==> config.mk <==
export PLATFORM = sky130hd
export DESIGN_NAME = seq_4_bit_divider
export DESIGN_NICKNAME = d
export VERILOG_FILES = /design/src/rtl/seq_4_bit_divider_pkg.sv /design/src/rtl/seq_4_bit_divider_four_bit_adder.sv /design/src/rtl/seq_4_bit_divider.sv
export SDC_FILE = /design/constraint.sdc
export NUM_CORES = 1
export LEC_CHECK = 0
export ABC_AREA = 1
export CORE_ASPECT_RATIO = 0.8
export CORE_MARGIN = 3
export CORE_UTILIZATION = 35
export DETAILED_ROUTE_END_ITERATION = 16
export GPL_TIMING_DRIVEN = 0
export HOLD_SLACK_MARGIN = 0.06
export PLACE_DENSITY = 0.61
export SYNTH_ARGS = -nofsm -noshare
export SYNTH_HDL_FRONTEND = slang
export SYNTH_HIERARCHICAL = 1
export SYNTH_SLANG_ARGS = --single-unit
==> constraint.sdc <==
create_clock -name CLOCK_50 -period 2.5 [get_ports CLOCK_50]
set_clock_uncertainty 0.05 [all_clocks]
set_input_delay 0.5 -clock CLOCK_50 [delete_from_list [all_inputs] [get_ports CLOCK_50]]
set_output_delay 0.5 -clock CLOCK_50 [all_outputs]
set_load 0.005 [all_outputs]
==> src/rtl/seq_4_bit_divider_pkg.sv <==
// Shared definitions for the sequential 4-bit divider.
//   WIDTH       operand / quotient / remainder width
//   ITER_COUNT  number of restoring-division steps (one quotient bit each)
//   CNT_W       width of the iteration counter
//   DIV0_QUOT   quotient reported for a zero divisor
//   state_e     controller states
//   neg_if      conditional two's-complement negation
package seq_4_bit_divider_pkg;

  localparam int WIDTH      = 4;
  localparam int ITER_COUNT = 4;
  localparam int CNT_W      = $clog2(ITER_COUNT);

  localparam logic [WIDTH-1:0] DIV0_QUOT = 4'hF;

  typedef enum logic [1:0] {
    S_IDLE,
    S_LOAD,
    S_ITER,
    S_FIX
  } state_e;

  function automatic logic [WIDTH-1:0] neg_if(input logic [WIDTH-1:0] v,
                                              input logic             n);
    return n ? -v : v;
  endfunction

endpackage

==> src/rtl/seq_4_bit_divider_four_bit_adder.sv <==
// Plain 4-bit ripple-style adder with carry in/out.
//   a_i, b_i  addends
//   cin_i     carry in
//   sum_o     4-bit sum
//   cout_o    carry out
module four_bit_adder (
  input  logic [3:0] a_i,
  input  logic [3:0] b_i,
  input  logic       cin_i,
  output logic [3:0] sum_o,
  output logic       cout_o
);

  assign {cout_o, sum_o} = {1'b0, a_i} + {1'b0, b_i} + {4'b0000, cin_i};

endmodule

==> src/rtl/seq_4_bit_divider.sv <==
// Sequential restoring divider, unsigned or two's-complement 4-bit operands.
//   CLOCK_50  clock, rising edge
//   RESET     synchronous active-high reset
//   SW        [8:5] dividend A, [4:1] divisor B, [0] mode (1 = signed)
//   START     level request, accepted only in IDLE
//   LEDG      quotient
//   LEDR      [3:0] remainder, [4] divide-by-zero, [5] signed overflow
//   BUSY      operation in progress
//   DONE      one-cycle pulse when LEDG/LEDR take a new result
module seq_4_bit_divider
  import seq_4_bit_divider_pkg::*;
(
  input  logic       CLOCK_50,
  input  logic       RESET,
  input  logic [8:0] SW,
  input  logic       START,
  output logic [3:0] LEDG,
  output logic [5:0] LEDR,
  output logic       BUSY,
  output logic       DONE
);

  state_e             state_q;
  logic [WIDTH-1:0]   a_q, b_q;
  logic               mode_q;
  logic [WIDTH-1:0]   dvd_q;     // dividend magnitude, consumed MSB first
  logic [WIDTH-1:0]   dvs_q;     // divisor magnitude
  logic [WIDTH-1:0]   rem_q;
  logic [WIDTH-1:0]   quo_q;
  logic [CNT_W-1:0]   cnt_q;
  logic               neg_quo_q, neg_rem_q;
  logic [3:0]         ledg_q;
  logic [5:0]         ledr_q;
  logic               done_q;

  logic [WIDTH:0]     shift_rem;
  logic [WIDTH-1:0]   diff_lo;
  logic               carry_lo;
  logic               trial_ge;
  logic [WIDTH-1:0]   rem_d;
  logic               ovf;

  // Partial remainder can reach 2*14+1 in unsigned mode, so the trial
  // subtraction runs on 5 bits: the low 4 through the adder, the divisor's
  // zero-extended MSB handled here.
  assign shift_rem = {rem_q, dvd_q[WIDTH-1]};

  four_bit_adder u_sub (
    .a_i    (shift_rem[WIDTH-1:0]),
    .b_i    (~dvs_q),
    .cin_i  (1'b1),
    .sum_o  (diff_lo),
    .cout_o (carry_lo)
  );

  // No borrow out of bit 4: inverted divisor MSB is 1, so carry = a[4] | c4.
  // When non-negative the difference is below the divisor, so bit 4 is zero.
  assign trial_ge = shift_rem[WIDTH] | carry_lo;
  assign rem_d    = trial_ge ? diff_lo : shift_rem[WIDTH-1:0];

  assign ovf = mode_q && (a_q == 4'b1000) && (b_q == 4'b1111);

  always_ff @(posedge CLOCK_50) begin
    if (RESET) begin
      state_q   <= S_IDLE;
      a_q       <= '0;
      b_q       <= '0;
      mode_q    <= 1'b0;
      dvd_q     <= '0;
      dvs_q     <= '0;
      rem_q     <= '0;
      quo_q     <= '0;
      cnt_q     <= '0;
      neg_quo_q <= 1'b0;
      neg_rem_q <= 1'b0;
      ledg_q    <= '0;
      ledr_q    <= '0;
      done_q    <= 1'b0;
    end else begin
      done_q <= 1'b0;
      unique case (state_q)
        S_IDLE: begin
          if (START) begin
            a_q     <= SW[8:5];
            b_q     <= SW[4:1];
            mode_q  <= SW[0];
            state_q <= S_LOAD;
          end
        end
        S_LOAD: begin
          // -8 negates to 4'b1000, read as unsigned 8 from here on
          dvd_q     <= neg_if(a_q, mode_q & a_q[WIDTH-1]);
          dvs_q     <= neg_if(b_q, mode_q & b_q[WIDTH-1]);
          neg_quo_q <= mode_q & (a_q[WIDTH-1] ^ b_q[WIDTH-1]);
          neg_rem_q <= mode_q & a_q[WIDTH-1];
          rem_q     <= '0;
          quo_q     <= '0;
          cnt_q     <= '0;
          state_q   <= (b_q == '0) ? S_FIX : S_ITER;
        end
        S_ITER: begin
          rem_q <= rem_d;
          quo_q <= {quo_q[WIDTH-2:0], trial_ge};
          dvd_q <= {dvd_q[WIDTH-2:0], 1'b0};
          cnt_q <= cnt_q + 1'b1;
          if (cnt_q == CNT_W'(ITER_COUNT - 1)) state_q <= S_FIX;
        end
        S_FIX: begin
          if (b_q == '0) begin
            ledg_q <= DIV0_QUOT;
            ledr_q <= {2'b01, a_q};
          end else begin
            // -8 / -1 yields magnitude 8 = 4'b1000 unnegated, which is
            // already the reported overflow quotient; only the flag is added.
            ledg_q <= neg_if(quo_q, neg_quo_q);
            ledr_q <= {ovf, 1'b0, neg_if(rem_q, neg_rem_q)};
          end
          done_q  <= 1'b1;
          state_q <= S_IDLE;
        end
        default: state_q <= S_IDLE;
      endcase
    end
  end

  assign LEDG = ledg_q;
  assign LEDR = ledr_q;
  assign DONE = done_q;
  assign BUSY = (state_q != S_IDLE);

endmodule

# Word-level counts from Yosys, hierarchy flattened
# Cells that the tools add are included.
# W data, S select, Z words.
[op_classes] n_addsub=7 n_mul=0 n_div=0 order_cmp=0 eq_ne=8 shift=0 mux=16 n_bitwise=6 n_reduce_logical=8
[ops] operator="$mux W4" count=6
[ops] operator="$pmux W4 S2" count=3
[ops] operator="$neg A4 Y4" count=4
[ops] operator="$eq A4 B4 Y1 const B" count=2
[ops] operator="$pmux W2 S4" count=1
[ops] operator="$eq A2 B2 Y1 const B" count=3
[ops] operator="$mux W6" count=1
[ops] operator="$add A4 B4 Y5" count=1
[ops] operator="$add A5 B1 Y5 const B" count=1
[ops] operator="$logic_not A4 Y1" count=1
[ops] operator="$mux W2" count=2
[ops] operator="$ne A2 B2 Y1 const B" count=2
[ops] operator="$not A4 Y4" count=1
[ops] operator="$pmux W2 S2" count=1
[ops] operator="$reduce_and A2 Y1" count=2
[ops] operator="$reduce_bool A2 Y1" count=2
[ops] operator="$and A1 B1 Y1" count=3
[ops] operator="$add A2 B1 Y2 const B" count=1
[ops] operator="$eq A2 B1 Y1 const B" count=1
[ops] operator="$logic_and A1 B1 Y1" count=2
[ops] operator="$logic_not A2 Y1" count=1
[ops] operator="$mux W1" count=2
[ops] operator="$or A1 B1 Y1" count=1
[ops] operator="$xor A1 B1 Y1" count=1
[totals] regBits=42 latchBits=0 ram_bits=0 mem_bits_ro=0 in_bits=12 output_inout_bits=12 memories=0

# Longest topological paths before layout
[depth] depth_word=6 depth_mapped=9 depth_no_buf=9

# Cells and area by module
# The synthesis kept the hierarchy.
[modules_own_cells] mod="seq_4_bit_divider" n_inst=1 cells_each=258 area_per_inst_um2=1966.9 seq_area_each_um2=840.8
[modules_own_cells] mod="four_bit_adder" n_inst=1 cells_each=25 area_per_inst_um2=165.2 seq_area_each_um2=0.0

# Worst setup path before layout
# No wires, ideal clock.
[synth_path] kind="register to register" startpoint="register dvs_q[0]" endpoint="register rem_q[1]" setup_time_ns=0.134 arrival_ns=1.631 path_slack_ns=0.685 stages_incl_launch_ff=10 synth_period_minus_slack_ns=1.815 path_cell_list="dfxtp_1 > inv_1 > fa_1 > inv_1 > fa_1 > o21ai_0 > nor2_1 > a21oi_1 > o21ai_0 > a21oi_1"
[synth_via] elab_chain_len=6
[synth_rtl] item="from (decl)" line="seq_4_bit_divider.sv:27" rtl="logic [WIDTH-1:0] dvs_q;"
[synth_rtl] item="from (signal assigned)" line="seq_4_bit_divider.sv:93" rtl="dvs_q <= neg_if(b_q, mode_q & b_q[WIDTH-1]);"
[synth_rtl] item="$not A4 Y4" line="seq_4_bit_divider.sv:50" rtl=".b_i (~dvs_q),"
[synth_rtl] item="$add A4 B4 Y5" line="seq_4_bit_divider_four_bit_adder.sv:14" rtl="assign {cout_o, sum_o} = {1'b0, a_i} + {1'b0, b_i} + {4'b0000, cin_i};"
[synth_rtl] item="$add A5 B1 Y5" line="seq_4_bit_divider_four_bit_adder.sv:14"
[synth_rtl] item="net carry_lo" line="seq_4_bit_divider.sv:38" rtl="logic carry_lo;"
[synth_rtl] item="$or A1 B1 Y1" line="seq_4_bit_divider.sv:58" rtl="assign trial_ge = shift_rem[WIDTH] | carry_lo;"
[synth_rtl] item="$mux W4" line="seq_4_bit_divider.sv:59" rtl="assign rem_d = trial_ge ? diff_lo : shift_rem[WIDTH-1:0];"
[synth_rtl] item="$pmux W4 S2" line="seq_4_bit_divider.sv:81" rtl="unique case (state_q)"
[synth_rtl] item="to (signal assigned)" line="seq_4_bit_divider.sv:102" rtl="rem_q <= rem_d;"
[synth_rtl] item="to (decl)" line="seq_4_bit_divider.sv:28" rtl="logic [WIDTH-1:0] rem_q;"
# The timed path passes the listed nets, and every way through them passes these cells.
# A chain may end at the register's enable or synchronous reset.

# Worst setup path after layout
[layout_path] startpoint="register state_q[0]" endpoint="output port BUSY"
[layout_via] elab_chain_len=1
[layout_rtl] item="from (decl)" line="seq_4_bit_divider.sv:23" rtl="state_e state_q;"
[layout_rtl] item="from (signal assigned)" line="seq_4_bit_divider.sv:99" rtl="state_q <= (b_q == '0) ? S_FIX : S_ITER;"
[layout_rtl] item="$reduce_bool A2 Y1" line="seq_4_bit_divider.sv:129" rtl="assign BUSY = (state_q != S_IDLE);"
[layout_rtl] item="to (decl)" line="seq_4_bit_divider.sv:19" rtl="output logic BUSY,"
# Every way passes these cells.

==> results.md <==
- The start-to-end type of the worst setup path is reg -> out.
- The count of nets after finishing is approximately 340.
- The data required time of the worst path is 1950 ps.
- In this run the tightest slew margin relative to its limit is 0.664.
- Dividing the detail-routed via count by the number of cells gives approximately 4.8.
- The floorplan step set the die height to about 76 µm.
- Setup slack on the critical path of the routed design comes to roughly 310 ps.
- Timing would allow up to 457 MHz.
- The via count of the first global-routing pass is approximately 1700.
- At the pin with the least slew margin, the transition time is 503 ps.
- The floorplan step defined a die boundary enclosing ~7100 µm².
- Leaving out fill and tap cells, the most frequent cell in the layout is sky130_fd_sc_hd__nand2_1.
- In the global route stage, overall resource usage came out at 0.155.
- The boundary pin count is 24.
- The power density of the placed cells is approximately 950 nW/µm².
- Max-cap violations in this run came to 0.
- The hold buffer count at cts is 0.
- The worst setup path is captured at an output pin.
- The H-tree was split into 2 levels.
- The number of antenna cells inserted is 0.
- For this run, global-route usage on met1 was measured as 0.223.
- The signal on the critical path passes through inv_1, ha_1, inv_1, clkdlybuf4s50_1.
- Entering global routing, the biggest net connects 13 pins.
- The Yosys step of the flow raised 6 warnings.
- After detailed routing, the number of remaining DRC violations is 0.
- The share of post-route cells with drive strength above 1 is 0.0732.
- The final sum of negative setup slack is 0 ps.
- For this run, global-route usage on met3 was measured as 0.0346.
- For this run, global-route usage on met2 was measured as 0.232.
- The gate count after technology mapping is around 280.
- The site row count is 24.
- In this run, the number of DRC markers left after iteration 0 of detailed routing was between 100 and 150.
- In this run the clock root is driven by a sky130_fd_sc_hd__clkbuf_8.
- At the worst endpoint, the arrival time is 1640 ps.
- The first global-routing pass estimated between 8 and 9 mm of wire.
- The first TritonRoute pass finished after 4 iterations.
- No sink is reached through more buffers than the 2 on the longest clock path.
- Setup repair after global routing left no endpoint under its margin.
- The total core area is ~5700 µm².
- In this run the horizontal extent of the chip is 93.3 µm.
- In the post-synthesis netlist, the biggest area contributors are sky130_fd_sc_hd__dfxtp_1 (39%), sky130_fd_sc_hd__nand2_1 (9.0%), sky130_fd_sc_hd__a21oi_1 (8.9%), sky130_fd_sc_hd__ha_1 (8.2%), sky130_fd_sc_hd__inv_1 (7.2%).
- The ratio of final minimum period to clock period is 0.876.
- The post-placement worst setup slack is around 370 ps.
- The HPWL reported at the end of detailed placement is 3.75 mm.
- The post-CTS setup buffer count is 0.
- The shortest clock period the worst path allows after layout is 2190 ps.
- The slowest stage of the critical path belongs to the cell sky130_fd_sc_hd__clkdlybuf4s50_1.
- The path class of the tightest hold or removal check is reg -> reg.
- The TritonCTS clock tree is done.
- In the layout the commonest cells are sky130_fd_sc_hd__nand2_1 (51), sky130_fd_sc_hd__dfxtp_1 (42), sky130_fd_sc_hd__inv_1 (41).
- The count of nets left with antenna violations once routing finished came out at 0.
- The source-to-sink clock delay at the later pin of the worst-skew pair is ~300 ps.
- Counting every net in the synthesized netlist gives around 310.
- The share of the Yosys chip area taken by registers is 0.394.
- After clock tree synthesis, the repair step resized 0 gates.
- The initial antenna violation count is 0.
- The count of different cell masters after synthesis is 34.
- The tree built by TritonCTS fans out to 42 sinks.
- The CTS clock-pin slew for the worst setup and hold paths is roughly 80 ps.
- The cell that appears most often on the critical path is sky130_fd_sc_hd__inv_1.
- Setup violations remaining at the end of the flow were counted as 0.
- The post-detailed-route wirelength per cell is ~12 µm.
- In this design, the stage delay of the slowest critical-path cell is 500 ps.
- The number of endpoints with negative hold slack in the final report is 0.
- The congestion estimate from routability-driven global placement came to between 0.8 and 0.9.
- The run finished with clean final reports.
- Summed over all cells, the static leakage comes to between 1 and 1.5 nW.
- The number of max-slew violations in the final report was 0.
- The peak supply drop is around 0.00060 V.
- The signed area change from the synthesized netlist to the final layout is 19.7%.
- The total wire length is just under 5 mm.
- The number of vias in the routed layout is ~1900.
- The initial core utilization is 0.376.
- The category of the worst setup path launch point is a flop.
- TritonCTS created 5 clock buffers.
- The total overflow left after global routing is 0.
- The count of buffers added on input and output ports is 23.
- The synthesized design spends more area on one cell type than any other, namely sky130_fd_sc_hd__dfxtp_1.
- The proportion of netlist area held by the largest area contributor is 0.394.
- The synthesized area is roughly 2100 µm².
- The synthesized design contains 42 register bits.
- In this run the worst path has a maximum fanout of 5.
- met2 is the most crowded layer.
- The average instance in the mapped netlist occupies 7.53 µm².
[sequential cells by signal, summed over array words and instances, names as in the netlist]
signal and flops:
DONE 1, LEDG 4, LEDR 6, a_q 4, b_q 4, cnt_q 2
dvd_q 4, dvs_q 4, mode_q 1, neg_quo_q 1, neg_rem_q 1, quo_q 4
rem_q 4, state_q 2
[routing by layer]
layer / routed length [µm] / up-vias
met3: 264 / 5
met1: 2550 / 840
met4: 44 / 0
met5: 0 / -
met2: 2040 / 35
li1: - / 983
[power breakdown]
group | leakage [nW] | switching, mW | internal (mW)
Sequential | 0.342 | 0.126 | 0.820
Combinational | 0.639 | 0.618 | 0.397
Clock | 0.0482 | 0.239 | 0.223
Total | 1.03 | 0.982 | 1.44
[cells by family after synthesis]
kind of cell    count (synthesis)  share of synthesized area
xor+xnor                        4                     0.0164
compound gates                 85                      0.219
simple gates                   82                      0.165
flops                          42                      0.394
buf+inv                        53                      0.102
fa+ha+maj                      16                      0.101
other cells                     1                    0.00176
[stage by stage]
step,power [mW],hold WS [ps],util,std cells,instance area [µm²]
finish,2.42,413,0.450,392,2550
global route,2.65,432,0.450,392,2550
CTS,2.44,417,0.450,392,2550
detailed placement,1.98,405,0.433,384,2460
global placement,1.96,402,0.433,384,2460
floorplan,1.65,394,-,283,2130
[synth_stat cells]
library cell,instances
sky130_fd_sc_hd__nand2_1,51
sky130_fd_sc_hd__dfxtp_1,42
sky130_fd_sc_hd__inv_1,41
sky130_fd_sc_hd__a21oi_1,38
sky130_fd_sc_hd__o21ai_0,30
sky130_fd_sc_hd__nor2_1,15
sky130_fd_sc_hd__ha_1,14
sky130_fd_sc_hd__nand3_1,9
sky130_fd_sc_hd__o211ai_1,5
sky130_fd_sc_hd__a31oi_1,4
sky130_fd_sc_hd__buf_4,3
sky130_fd_sc_hd__xor2_1,3
sky130_fd_sc_hd__buf_2,2
sky130_fd_sc_hd__clkbuf_1,2
sky130_fd_sc_hd__fa_1,2
sky130_fd_sc_hd__inv_2,2
sky130_fd_sc_hd__nand2_2,2
sky130_fd_sc_hd__o31ai_1,2
sky130_fd_sc_hd__a211oi_1,1
sky130_fd_sc_hd__a21oi_2,1
sky130_fd_sc_hd__clkbuf_2,1
sky130_fd_sc_hd__clkinv_2,1
sky130_fd_sc_hd__conb_1,1
sky130_fd_sc_hd__inv_4,1
sky130_fd_sc_hd__nand3_4,1
sky130_fd_sc_hd__nand3b_1,1
sky130_fd_sc_hd__nand4_1,1
sky130_fd_sc_hd__nor2_4,1
sky130_fd_sc_hd__nor3_1,1
sky130_fd_sc_hd__o21ai_1,1
sky130_fd_sc_hd__o22ai_1,1
sky130_fd_sc_hd__o22ai_2,1
sky130_fd_sc_hd__o2bb2ai_1,1
sky130_fd_sc_hd__xnor2_1,1
[layout make-up]
cell class	count	area [µm²]
tap	78	97.6
clock buffer	7	86.3
buffer	8	45.0
fill	601	3120
timing repair buffer	23	230
inverter	45	173
multi-input combinational	188	1070
clock inverter	1	5.00
sequential	42	841
[worst paths after layout]
kind,startpoint,endpoint,slack (ps),cells after the start
worst max register to register,dvs_q[0]$_SDFFE_PP0P_,rem_q[2]$_SDFFE_PP0P_,360,9
worst max-delay path,state_q[0]$_SDFFE_PP0P_,BUSY,310,4
worst min-delay path,LEDG[1]$_SDFFE_PP0P_,LEDG[1]$_SDFFE_PP0P_,410,2
worst min register to register,LEDG[1]$_SDFFE_PP0P_,LEDG[1]$_SDFFE_PP0P_,410,2
[critical path: cells and delay by family, from the launching register on]
kind,cells,cell delay (ps)
DFF,1,400
adders and majority gates,1,250
buffers and inverters,3,700
(Power assumes the default switching activity.)
